==> config.mk <==
export PLATFORM = sky130hd
export DESIGN_NAME = alu_writeback
export DESIGN_NICKNAME = d
export VERILOG_FILES = /design/src/rtl/alu_pkg.sv /design/src/rtl/alu_cond_eval.sv /design/src/rtl/alu_writeback.sv
export SDC_FILE = /design/constraint.sdc
export NUM_CORES = 1
export LEC_CHECK = 0
export ABC_CLOCK_PERIOD_IN_PS = 2000
export BUFFER_PORTS_ARGS = -buffer_cell sky130_fd_sc_hd__buf_4
export CORE_ASPECT_RATIO = 1.5
export CORE_UTILIZATION = 45
export CTS_CLUSTER_SIZE = 20
export DETAILED_ROUTE_END_ITERATION = 10
export HOLD_SLACK_MARGIN = 0.02
export PLACE_DENSITY = 0.73
export SYNTH_ARGS = -nofsm -noshare
export SYNTH_HDL_FRONTEND = slang
export SYNTH_SLANG_ARGS = --single-unit
export TNS_END_PERCENT = 30
==> constraint.sdc <==
create_clock -name clk -period 2 [get_ports clk]
set_input_delay 0.6 -clock clk [delete_from_list [all_inputs] [get_ports clk]]
set_output_delay 0.6 -clock clk [all_outputs]
set_load 0.02 [all_outputs]
==> src/rtl/alu_pkg.sv <==
// Shared ALU definitions: datapath width, NZCV bit positions, opcodes and
// branch condition codes used by the ALU, writeback and branch units.
package alu_pkg;

  localparam int ALU_WIDTH = 16;

  // Bit positions inside a 4-bit {N,Z,C,V} flag vector.
  localparam int FLAG_N = 3;
  localparam int FLAG_Z = 2;
  localparam int FLAG_C = 1;
  localparam int FLAG_V = 0;

  // ALU opcodes, kept here so the ALU and its consumers agree on encoding.
  localparam logic [3:0] OP_ADD = 4'h0;
  localparam logic [3:0] OP_SUB = 4'h1;
  localparam logic [3:0] OP_AND = 4'h2;
  localparam logic [3:0] OP_OR  = 4'h3;
  localparam logic [3:0] OP_XOR = 4'h4;
  localparam logic [3:0] OP_SHL = 4'h5;
  localparam logic [3:0] OP_SHR = 4'h6;
  localparam logic [3:0] OP_CMP = 4'h7;
  localparam logic [3:0] OP_MOV = 4'h8;

  // Branch condition codes.
  localparam logic [3:0] COND_EQ = 4'd0;
  localparam logic [3:0] COND_NE = 4'd1;
  localparam logic [3:0] COND_CS = 4'd2;
  localparam logic [3:0] COND_CC = 4'd3;
  localparam logic [3:0] COND_MI = 4'd4;
  localparam logic [3:0] COND_PL = 4'd5;
  localparam logic [3:0] COND_VS = 4'd6;
  localparam logic [3:0] COND_VC = 4'd7;
  localparam logic [3:0] COND_HI = 4'd8;
  localparam logic [3:0] COND_LS = 4'd9;
  localparam logic [3:0] COND_GE = 4'd10;
  localparam logic [3:0] COND_LT = 4'd11;
  localparam logic [3:0] COND_GT = 4'd12;
  localparam logic [3:0] COND_LE = 4'd13;
  localparam logic [3:0] COND_AL = 4'd14;
  localparam logic [3:0] COND_NV = 4'd15;

endpackage

==> src/rtl/alu_cond_eval.sv <==
// Combinational branch-condition evaluator: decides whether a 4-bit
// condition code holds for a given NZCV flag set. Shared with the branch unit.
module alu_cond_eval
  import alu_pkg::*;
(
  input  logic [3:0] cond_i,
  input  logic [3:0] nzcv_i,
  output logic       true_o
);

  logic n, z, c, v;

  assign n = nzcv_i[FLAG_N];
  assign z = nzcv_i[FLAG_Z];
  assign c = nzcv_i[FLAG_C];
  assign v = nzcv_i[FLAG_V];

  // Decode the condition code against the flags.
  always_comb begin
    // NOTE: assigning a default first guarantees every path drives the
    // output, so no latch is inferred.
    true_o = 1'b0;
    case (cond_i)
      COND_EQ: true_o = z;
      COND_NE: true_o = !z;
      COND_CS: true_o = c;
      COND_CC: true_o = !c;
      COND_MI: true_o = n;
      COND_PL: true_o = !n;
      COND_VS: true_o = v;
      COND_VC: true_o = !v;
      COND_HI: true_o = c && !z;
      COND_LS: true_o = !c || z;
      COND_GE: true_o = (n == v);
      COND_LT: true_o = (n != v);
      COND_GT: true_o = !z && (n == v);
      COND_LE: true_o = z || (n != v);
      COND_AL: true_o = 1'b1;
      COND_NV: true_o = 1'b0;
      default: true_o = 1'b0;
    endcase
  end

endmodule

==> src/rtl/alu_writeback.sv <==
// ALU writeback stage: buffers ALU results in a small in-order FIFO, drains
// them through a stallable register-file write port, commits flag updates to
// the architectural NZCV register and reports hazards to the issue stage.
module alu_writeback
  import alu_pkg::*;
#(
  parameter int WIDTH  = ALU_WIDTH,
  parameter int REG_AW = 3,
  parameter int DEPTH  = 2
) (
  input  logic                 clk,
  input  logic                 rst,
  input  logic                 in_valid,
  output logic                 in_ready,
  input  logic [WIDTH-1:0]     in_result,
  input  logic [3:0]           in_nzcv,
  input  logic [REG_AW-1:0]    in_rd,
  input  logic                 in_rd_we,
  input  logic                 in_flag_we,
  output logic                 rf_we,
  output logic [REG_AW-1:0]    rf_addr,
  output logic [WIDTH-1:0]     rf_wdata,
  input  logic                 rf_ready,
  output logic [3:0]           flags,
  input  logic [3:0]           cond,
  output logic                 cond_valid,
  output logic                 cond_true,
  output logic [2**REG_AW-1:0] pending_rd
);

  localparam int PTR_W = $clog2(DEPTH);
  localparam int CNT_W = $clog2(DEPTH) + 1;
  localparam logic [CNT_W-1:0] FULL_CNT = CNT_W'(DEPTH);

  // FIFO payload storage.
  logic [WIDTH-1:0]  result_mem [DEPTH];
  logic [3:0]        nzcv_mem   [DEPTH];
  logic [REG_AW-1:0] rd_mem     [DEPTH];
  logic [DEPTH-1:0]  rd_we_mem;
  logic [DEPTH-1:0]  flag_we_mem;

  // Control state.
  logic [PTR_W-1:0] wr_ptr_q, wr_ptr_d;
  logic [PTR_W-1:0] rd_ptr_q, rd_ptr_d;
  logic [CNT_W-1:0] count_q, count_d;
  logic [DEPTH-1:0] valid_q, valid_d;
  logic [3:0]       flags_q, flags_d;

  logic push, pop, not_empty;
  logic head_rd_we, head_flag_we;
  logic flag_pending;
  logic eval_true;

  // Handshake and head-of-queue decisions.
  always_comb begin
    in_ready     = (count_q != FULL_CNT);
    push         = in_valid && in_ready;
    not_empty    = (count_q != '0);
    head_rd_we   = rd_we_mem[rd_ptr_q];
    head_flag_we = flag_we_mem[rd_ptr_q];
    // Non-writing entries leave after one cycle; writers wait for the port.
    pop          = not_empty && (!head_rd_we || rf_ready);
  end

  // Next-state for pointers, occupancy, slot valid bits and committed flags.
  always_comb begin
    wr_ptr_d = wr_ptr_q;
    rd_ptr_d = rd_ptr_q;
    count_d  = count_q;
    valid_d  = valid_q;
    flags_d  = flags_q;
    if (push) begin
      wr_ptr_d          = wr_ptr_q + PTR_W'(1);
      valid_d[wr_ptr_q] = 1'b1;
    end
    if (pop) begin
      rd_ptr_d          = rd_ptr_q + PTR_W'(1);
      valid_d[rd_ptr_q] = 1'b0;
      if (head_flag_we) flags_d = nzcv_mem[rd_ptr_q];
    end
    case ({push, pop})
      2'b10:   count_d = count_q + CNT_W'(1);
      2'b01:   count_d = count_q - CNT_W'(1);
      default: count_d = count_q;
    endcase
  end

  // Control registers; reset flushes the queue and clears the flags.
  always_ff @(posedge clk or posedge rst) begin
    if (rst) begin
      wr_ptr_q <= '0;
      rd_ptr_q <= '0;
      count_q  <= '0;
      valid_q  <= '0;
      flags_q  <= '0;
    end else begin
      // NOTE: non-blocking assignments make every register sample the
      // pre-edge values, independent of statement order.
      wr_ptr_q <= wr_ptr_d;
      rd_ptr_q <= rd_ptr_d;
      count_q  <= count_d;
      valid_q  <= valid_d;
      flags_q  <= flags_d;
    end
  end

  // Payload write on accept.
  // NOTE: payload storage is deliberately not reset; occupancy is tracked by
  // valid_q/count_q, which are, so stale contents are never observed.
  always_ff @(posedge clk) begin
    if (push) begin
      result_mem[wr_ptr_q]  <= in_result;
      nzcv_mem[wr_ptr_q]    <= in_nzcv;
      rd_mem[wr_ptr_q]      <= in_rd;
      rd_we_mem[wr_ptr_q]   <= in_rd_we;
      flag_we_mem[wr_ptr_q] <= in_flag_we;
    end
  end

  // Hazard summary over the buffered entries only.
  always_comb begin
    pending_rd   = '0;
    flag_pending = 1'b0;
    for (int i = 0; i < DEPTH; i++) begin
      if (valid_q[i] && rd_we_mem[i]) pending_rd[rd_mem[i]] = 1'b1;
      if (valid_q[i] && flag_we_mem[i]) flag_pending = 1'b1;
    end
  end

  assign rf_we      = not_empty && head_rd_we;
  assign rf_addr    = rd_mem[rd_ptr_q];
  assign rf_wdata   = result_mem[rd_ptr_q];
  assign flags      = flags_q;
  assign cond_valid = !flag_pending;
  assign cond_true  = cond_valid && eval_true;

  alu_cond_eval u_cond_eval (
    .cond_i (cond),
    .nzcv_i (flags_q),
    .true_o (eval_true)
  );

endmodule
======== Yosys cells after proc, flatten, opt, wreduce, memory -nomap -nowiden ========
Memory sizes are Yosys's and may differ from the RTL's. A register that Yosys moved wholly into a read port is not among the register bits.
Cells that the tools add are included.
storage, ports and cells
  output and inout bits ................... 35
  bits in writable memories ............... 46
  bits of input ports ..................... 33
  register bits after elaboration ......... 10
  memories kept ........................... 3
memories
  name        words  bits a word  read ports  clocked after Yosys merged registers in  wr ports  line                 source
  result_mem  2      16           1           0                                        1         alu_writeback.sv:36  logic [WIDTH-1:0] result_mem [DEPTH];
  nzcv_mem    2      4            1           1                                        1         alu_writeback.sv:37  logic [3:0] nzcv_mem [DEPTH];
  rd_mem      2      3            3           0                                        1         alu_writeback.sv:38  logic [REG_AW-1:0] rd_mem [DEPTH];
cells by class
  bitwise gates (word level) .............. 4
  add/sub/neg operators ................... 4
  eq/ne operators ......................... 20
  magnitude comparators ................... 8
  reductions and logical operators ........ 27
  mux-type cells .......................... 24
operator list
  cell                                                                number
  == test 4 bit (second input constant)                               8
  == test 4 x 3 -> 1 bit (second input constant)                      4
  2-to-1 mux 8 bit                                                    2
  one-hot mux 1 bit (16 select lines)                                 1
  logical AND 1 bit                                                   14
  2-to-1 mux 1 bit                                                    12
  == test 4 x 2 -> 1 bit (second input constant)                      2
  < comparator 3 x 4 -> 1 bit (second input constant)                 2
  bitwise OR 8 bit                                                    1
  demux 1 bit (select 3 bit)                                          2
  greater-or-equal comparator 3 x 1 -> 1 bit (second input constant)  2
  logical NOT 1 bit                                                   6
  bitwise mux 2 bit                                                   2
  == test 4 x 1 -> 1 bit (second input constant)                      1
  logical NOT 4 bit                                                   1
  < comparator 1 x 2 -> 1 bit (second input constant)                 2
  2-to-1 mux 2 bit                                                    2
  one-hot mux 2 bit (2 select lines)                                  1
  nonzero test 2 bit                                                  2
  logical OR 1 bit                                                    3
  adder 1 bit (second input constant)                                 2
  adder 2 x 1 -> 2 bit (second input constant)                        1
  AND 2 bit                                                           1
  demux 1 bit (select 1 bit)                                          2
  other kinds (10)                                                    11

======== Depth between registers and ports, before layout ========
Gate-level depths: netlist of run 1.
  depth after elaboration ................. 8
  gate-level depth with buffers ........... 7

======== Modules after synthesis ========
Synthesis of run 1 repeated with hierarchy kept, for this count alone.
second synthesis, totals
  cells, all modules ...................... 157
  area, all modules ....................... 2541.2 µm²
modules (own cells, without submodules)
  module         sequential area each (µm²)  area each (µm²)  cells each  times used
  alu_writeback  1751.7                      2386.0           134         1
  alu_cond_eval  0.0                         155.1            23          1

======== Least setup slack after synthesis of run 1 ========
OpenSTA, ideal clock, no wires.
  path type ............................... reg-to-reg
  start point ............................. reg count_q[0]
  end point ............................... reg flag_we_mem[0] (enable)
  stages on the path, launching flop included .. 4
  setup time .............................. 0.408 ns
  arrival time ............................ 1.928 ns
  path buffers ............................ 0
  period minus slack after synthesis ...... 2.337 ns
  path slack .............................. -0.337 ns
  cells stage by stage .................... dfrtp_1 -> nand2b_1 -> nand2_1 -> nor2_1
between the ends
  longest elaborated chain between the ends .. 2
ends and longest elaborated chain
  item                           line                  source
  start, declared                alu_writeback.sv:45   logic [CNT_W-1:0] count_q, count_d;
  start signal, assigned         alu_writeback.sv:101  count_q <= count_d;
  inequality test 2 bit          alu_writeback.sv:56   in_ready = (count_q != FULL_CNT);
  via in_ready                   alu_writeback.sv:14   output logic in_ready,
  logical AND 1 bit              alu_writeback.sv:57   push = in_valid && in_ready;
  end signal, assigned by index  alu_writeback.sv:116  flag_we_mem[wr_ptr_q] <= in_flag_we;
  end, declared                  alu_writeback.sv:40   logic [DEPTH-1:0] flag_we_mem;
The timed path passes the listed nets, and every way through them passes these cells.
A chain may end at the register's enable or synchronous reset.

======== Worst setup path after layout of run 1 ========
  start point ............................. in cond[2]
  end point ............................... out cond_true
between the ends
  longest elaborated chain between the ends .. 3
  elaborated cells on any way between the ends .. 18
  those cells by class .................... 15 x eq/ne; 1 x mux; 2 x reduce/logical
ends and longest elaborated chain
  item                                         line                  source
  start, declared                              alu_writeback.sv:25   input logic [3:0] cond,
  == test 4 bit, or another cell as far along  alu_cond_eval.sv:23   case (cond_i)
  one-hot mux 1 bit (16 select lines) *        alu_cond_eval.sv:23
  logical AND 1 bit *                          alu_writeback.sv:135  assign cond_true = cond_valid && eval_true;
  end, declared                                alu_writeback.sv:27   output logic cond_true,
Mark *: on every way between the ends. The rest lies on a longest branch, timed or not.

==> results of run 1 <==
worst max path at each step:
stage	start	end	slack, ns
global route	cond[2]	cond_true	-0.32
finish	cond[2]	cond_true	-0.25
global placement	cond[2]	cond_true	-0.17
floorplan	cond[2]	cond_true	-0.04
detailed placement	cond[2]	cond_true	-0.21
CTS	flags[1]	cond_true	-0.16
layout make-up:
type	instances	area [sq um]	area share, %
sequential	60	1754	49.70
timing repair buffer	84	732.0	20.74
multi-input combinational	85	802.0	22.72
tap	68	85.08	2.410
inverter	2	7.507	0.2127
clock inverter	4	17.52	0.4963
clock buffer	11	131.4	3.722
state kept, by name, summed over array words and instances (netlist names):
register     count
result_mem      32
nzcv_mem         8
rd_mem           6
flags            4
count_q          2
flag_we_mem      2
rd_we_mem        2
valid_q          2
rd_ptr_q         1
wr_ptr_q         1
timing repair:
| action | CTS | global route |
|---|---|---|
| pin swaps | 3 | 7 |
| gates resized for setup | 4 | 29 |
| buffers inserted | 4 | 7 |
| gates cloned | 1 | 1 |
| endpoints found under the setup margin | 22 | 28 |
cells by family (layout without fill, tap and decap cells):
kind of cell	after synthesis	in the layout	share of synthesized area, %
and+or+nand+nor	28	28	6.406
muxes	27	27	12.00
xor gates and xnor gates	9	9	3.203
adders and majority gates	1	1	0.5083
AOI/OAI and AO/OA	20	20	5.542
buffers and inverters	5	101	1.169
DFF	60	60	71.17
synthesized netlist by cell type (all sizes together), types with 2 or more instances:
master  instances  area share (%)
inv             2            0.31
nand2           9             1.7
o32ai           2            0.71
buf             3            0.86
nand3b          2            0.61
a21oi           2            0.41
nand3           2            0.41
o21ai           5             1.0
mux2           20             9.2
dfrtp          10              10
mux2i           7             2.8
nor2            5            0.76
nand2b          5             1.3
xnor2           8             2.8
edfxtp         50              61
o22ai           6             1.5
per-layer routing:
layer  GRT usage (%)  up-vias
li1                -      759
met1           17.59      771
met2           29.76       54
met3           4.680        9
met4           7.558        0
met5               0        -
power by group through the flow:
stage                     Sequential [uW]  Clock (uW)  Combinational, uW
after floorplan                      1950           0               1250
after detailed placement             1950           0               2000
final                                1950         832               2460
after global routing                 1990         903               2630
after CTS                            1930         852               2170
after global placement               1930           0               1990
through the flow:
step           worst slack [ns]  power [uW]
2_1_floorplan          -0.04450        3200
3_3_place_gp            -0.1731        3927
3_5_place_dp            -0.2106        3952
4_1_cts                 -0.1587        4943
5_1_grt                 -0.3192        5524
6_report                -0.2482        5240
==> impl_metrics.ini, run 1 <==
[yosys]
avgSynthCellArea_sq_um = 16.41
yosys.cell_types.count = 31
ys_ff_latch = 60
synth_edf_count = 50
yosys_most_used_dff = edfxtp_1
synth_area_sq_um = 2461
yosysSeqAreaShare_pct = 71.17
synthCells = 150
async_flop_share_pct = 16.67
syn_nets = 184
ys_warn_count = 0

[worst_setup_path]
worst-path-stages = 7
critical_path_required_ns = 1.40
r2r_start = rd_ptr_q
critPathBufInv = 2
crit_family = compound AO/OA/AOI/OAI gates
slowest_stage = a211oi_2
path_class = in -> out
timing.rr.end = count_q[1]
worstPathCellList = buf_4 > nor2b_2 > o21ai_2 > nand2_2 > xnor2_2 > a211oi_2 > buf_4
slowest_delay_ns = 0.20
worst_r2r_path_depth = 7
crit_path_start_kind = input port
path_max_fanout = 4
r2r_slack_ns = 0.19
arrival_ns = 1.65
cp-end-kind = output port
cp_common_cell = buf_4

[cts]
clk_path_buf_depth = 2
h-tree-depth = 3
cts_buffers = 9
clock_latency_ns = 0.31
cts_hold_buf = 0
clock_sinks = 60
clk_pin_slew_worst_paths_ns = 0.06
cts_root_buf = clkbuf_8
cts_tree = done

[place]
detailed_place_hpwl_mm = 2.929
port_buffers = 67
dp.cells = 286
gp_congestion = 0.7161
placed_cell_area_sq_um = 3098

[routing]
drt_iter0_markers = 51
wl_met1_mm = 1.757
dr.pass1.iters = 4
drcViolationCount = 0
wl_per_cell_um = 15.10
topRoutingLayerUsed = met4
drt.antenna.violating_nets = 0
via_per_inst = 5.073
wl_met2_mm = 2.619
routed_wl_mm = 4.740
dr_wl_met3_um = 255
vias = 1593

[sta]
rsz0062_at_grt = yes
setup_ws_ns = -0.2482
period_needed_ns = 2.248
tightest_slew_ns = 0.3854
max_freq_mhz = 444.8
slew_headroom_pct = 74.28
hold_viol = 0
setup_viol = 21
fin_worst_skew_ns = 0.004163
min_period_over_period_pct = 112.4
slew_viol_final = 0
tns_ns = -1.048
worst_hold_slack_ns = 0.2636

[global_routing]
antenna_found_initial = 0
gr-usage-all-layers_pct = 16.47
grt_pass1_wl_mm = 7.079
grt_pass1_vias = 1592
grt_max_degree = 27
grt_overflow = 0

[floorplan]
die_w_um = 62.38
start_util_pct = 47.28
ios = 68
die_h_um = 92.58
num_rows = 32
coreArea_sq_um = 5205
dieArea_sq_um = 5775

[layout]
finish.utilization_pct = 67.81
drive_gt1_share_pct = 55.69
final_cell_mix = buf_4 (72), edfxtp_1 (50), mux2_2 (15)
syn_to_final_growth_pct = 43.42
stdcell_area_sq_um = 3530
final_common_cell = buf_4
stdcell_count = 314
final_nets = 276
diodes = 0
final.fill_count = 375

[power]
power_frac_seq_pct = 37.2
switching_share_pct = 33.99
leakagePower_uw = 0.001416
comb_power_share_pct = 46.9
power_frac_clock_pct = 15.9
power_switching_uw = 1781
ir_worst_vdd_mv = 0.8952
powerDensity_nw_per_um2 = 1485
p_int_uw = 3459

[min_path]
hold_class = in -> async

[flow_run]
maxCapViolations = 0

[run_status]
outcome = finished, violations left
violations = setup timing
Note: power is estimated with default switching activity, not from simulation.
==> run 2, diff against run 1 <==
--- a/config.mk
+++ b/config.mk
@@ -9,10 +9,12 @@
 export BUFFER_PORTS_ARGS = -buffer_cell sky130_fd_sc_hd__buf_4
 export CORE_ASPECT_RATIO = 1.5
 export CORE_UTILIZATION = 45
+export CTS_BUF_LIST = sky130_fd_sc_hd__clkbuf_16
 export CTS_CLUSTER_SIZE = 20
 export DETAILED_ROUTE_END_ITERATION = 10
 export HOLD_SLACK_MARGIN = 0.02
 export PLACE_DENSITY = 0.73
+export SETUP_SLACK_MARGIN = 0.1
 export SYNTH_ARGS = -nofsm -noshare
 export SYNTH_HDL_FRONTEND = slang
 export SYNTH_SLANG_ARGS = --single-unit
==> impl_metrics.ini, run 2 (synthesis results as in run 1) <==
[global_routing]
grt_util_met3_pct = 5.419
grt_max_degree = 27
antenna_found_initial = 0
grt_overflow = 0
grt_pass1_vias = 1602
grtUsageMet1_pct = 16.64
grt_pass1_wl_mm = 7.182
gr-usage-all-layers_pct = 17.15
top_usage_layer = met2
use_met2_pct = 31.68

[place]
port_buffers = 67
detailed_place_hpwl_mm = 2.917
post-place-ws_ns = -0.1557
gp_congestion = 0.7091

[worst_setup_path]
cp_common_cell = buf_4
slowest_stage = nor4b_2
cp-end-kind = output port
worst_r2r_path_depth = 6
path_max_fanout = 4
crit_start = cond[2]
crit_path_start_kind = input port
arrival_ns = 1.56
critPathBufInv = 2
r2r_slack_ns = 0.29
timing.rr.end = count_q[1]
r2r_start = rd_ptr_q
worstPathCellList = buf_4 > nor4b_2 > a21oi_1 > nand2_1 > xnor2_1 > a211oi_2 > buf_4
crit_family = simple AND/OR/NAND/NOR gates
slowest_delay_ns = 0.26
path_class = in -> out
critical_path_required_ns = 1.40

[floorplan]
die_h_um = 92.58
dieArea_sq_um = 5775
start_util_pct = 47.28
die_w_um = 62.38
ios = 68
num_rows = 32
coreArea_sq_um = 5205

[run_status]
outcome = finished, violations left
violations = setup timing

[layout]
diodes = 0
final_cell_mix = buf_4 (59), edfxtp_1 (50), mux2_2 (15)
largest_register_ffs = 32
syn_to_final_growth_pct = 43.31
final.fill_count = 390
multiInputGateArea_sq_um = 733.2
register_area_sq_um = 1753
final_nets = 267
final_common_cell = buf_4
reg_top3 = result_mem (32), nzcv_mem (8), rd_mem (6)
drive_gt1_share_pct = 50.21
regMostFlops = result_mem

[sta]
worst_hold_slack_ns = 0.2668
hold_viol = 0
fin_worst_skew_ns = 0.006184
rsz0062_at_grt = yes
slew_headroom_pct = 73.99
max_freq_mhz = 463.5
slew_viol_final = 0
setup_viol = 16
min_period_over_period_pct = 107.9
period_needed_ns = 2.158
setup_ws_ns = -0.1575
tightest_slew_ns = 0.3898

[routing]
drt_iter0_markers = 37
via_per_inst = 5.072
routed_wl_mm = 4.609
dr.pass1.iters = 4
drcViolationCount = 0
wl_per_cell_um = 15.11
vias = 1547
drt.antenna.violating_nets = 0

[cts]
cts_tree = done
clock_latency_ns = 0.32
clk_path_buf_depth = 2
clk_pin_slew_worst_paths_ns = 0.05
cts_root_buf = clkbuf_16
clock_sinks = 60
h-tree-depth = 3
cts_buffers = 9
cts_hold_buf = 0

[power]
leakagePower_uw = 0.001399
ir_worst_vdd_mv = 0.9077
powerDensity_nw_per_um2 = 1595

[flow_run]
maxCapViolations = 0

[min_path]
hold_class = in -> async
[run 2: layout make-up]
type                    count  share of cell area [%]
flip-flops and latches     60                   49.70
multi-input cells          85                   20.79
clock inverters             6                   1.632
well taps                  68                   2.412
repair buffers             75                   18.87
clock buffers               9                   6.385
inverters                   2                  0.2128
[run 2: worst max-delay path by stage]
stage / end / slack (ns) / depth (start not counted)
5_1_grt: cond_true / -0.29 / 6
4_1_cts: cond_true / -0.16 / 6
3_5_place_dp: cond_true / -0.16 / 7
3_3_place_gp: cond_true / -0.12 / 7
2_1_floorplan: cond_true / 0.01 / 5
6_report: cond_true / -0.16 / 7
[run 2: per-layer routing]
layer,vias up,wire length [um],part of all wire [%]
li1,742,-,-
met1,749,1744,38
met2,50,2546,55
met4,0,55,1.2
met3,6,261,5.7
met5,-,0,0
[run 2: repair_timing]
action / in CTS / in global routing
cloned: 1 / 0
endpoints found under the hold margin: 0 / 0
buffers inserted: 2 / 1
pin swaps: 3 / 2
setup endpoints to repair: 29 / 30
gates resized for setup: 9 / 15
[run 2: power by group]
part           total, uW  internal (uW)  switching, uW
clock               1420            942            483
combinational       2250           1140           1110
sequential          1950           1740            205
total               5620           3830           1800
[run 2: worst register-to-register path, cell delays in order, from the launching register on]
cell	delay, ns
dfrtp_2	0.44
buf_16	0.18
mux2i_2	0.15
o22a_2	0.25
ha_1	0.33
nor2_1	0.14
xor2_1	0.15
[run 2: metrics by stage]
step	std cells	TNS (ns)	util [%]	area (sq um)	power (uW)
6_report	305	-1.332	67.76	3527	5625
5_1_grt	305	-2.215	67.76	3527	5916
4_1_cts	304	-1.085	66.71	3472	5591
3_5_place_dp	286	-0.1557	59.62	3103	3969
3_3_place_gp	286	-0.1171	59.62	3103	3934
2_1_floorplan	150	0	-	2469	3209
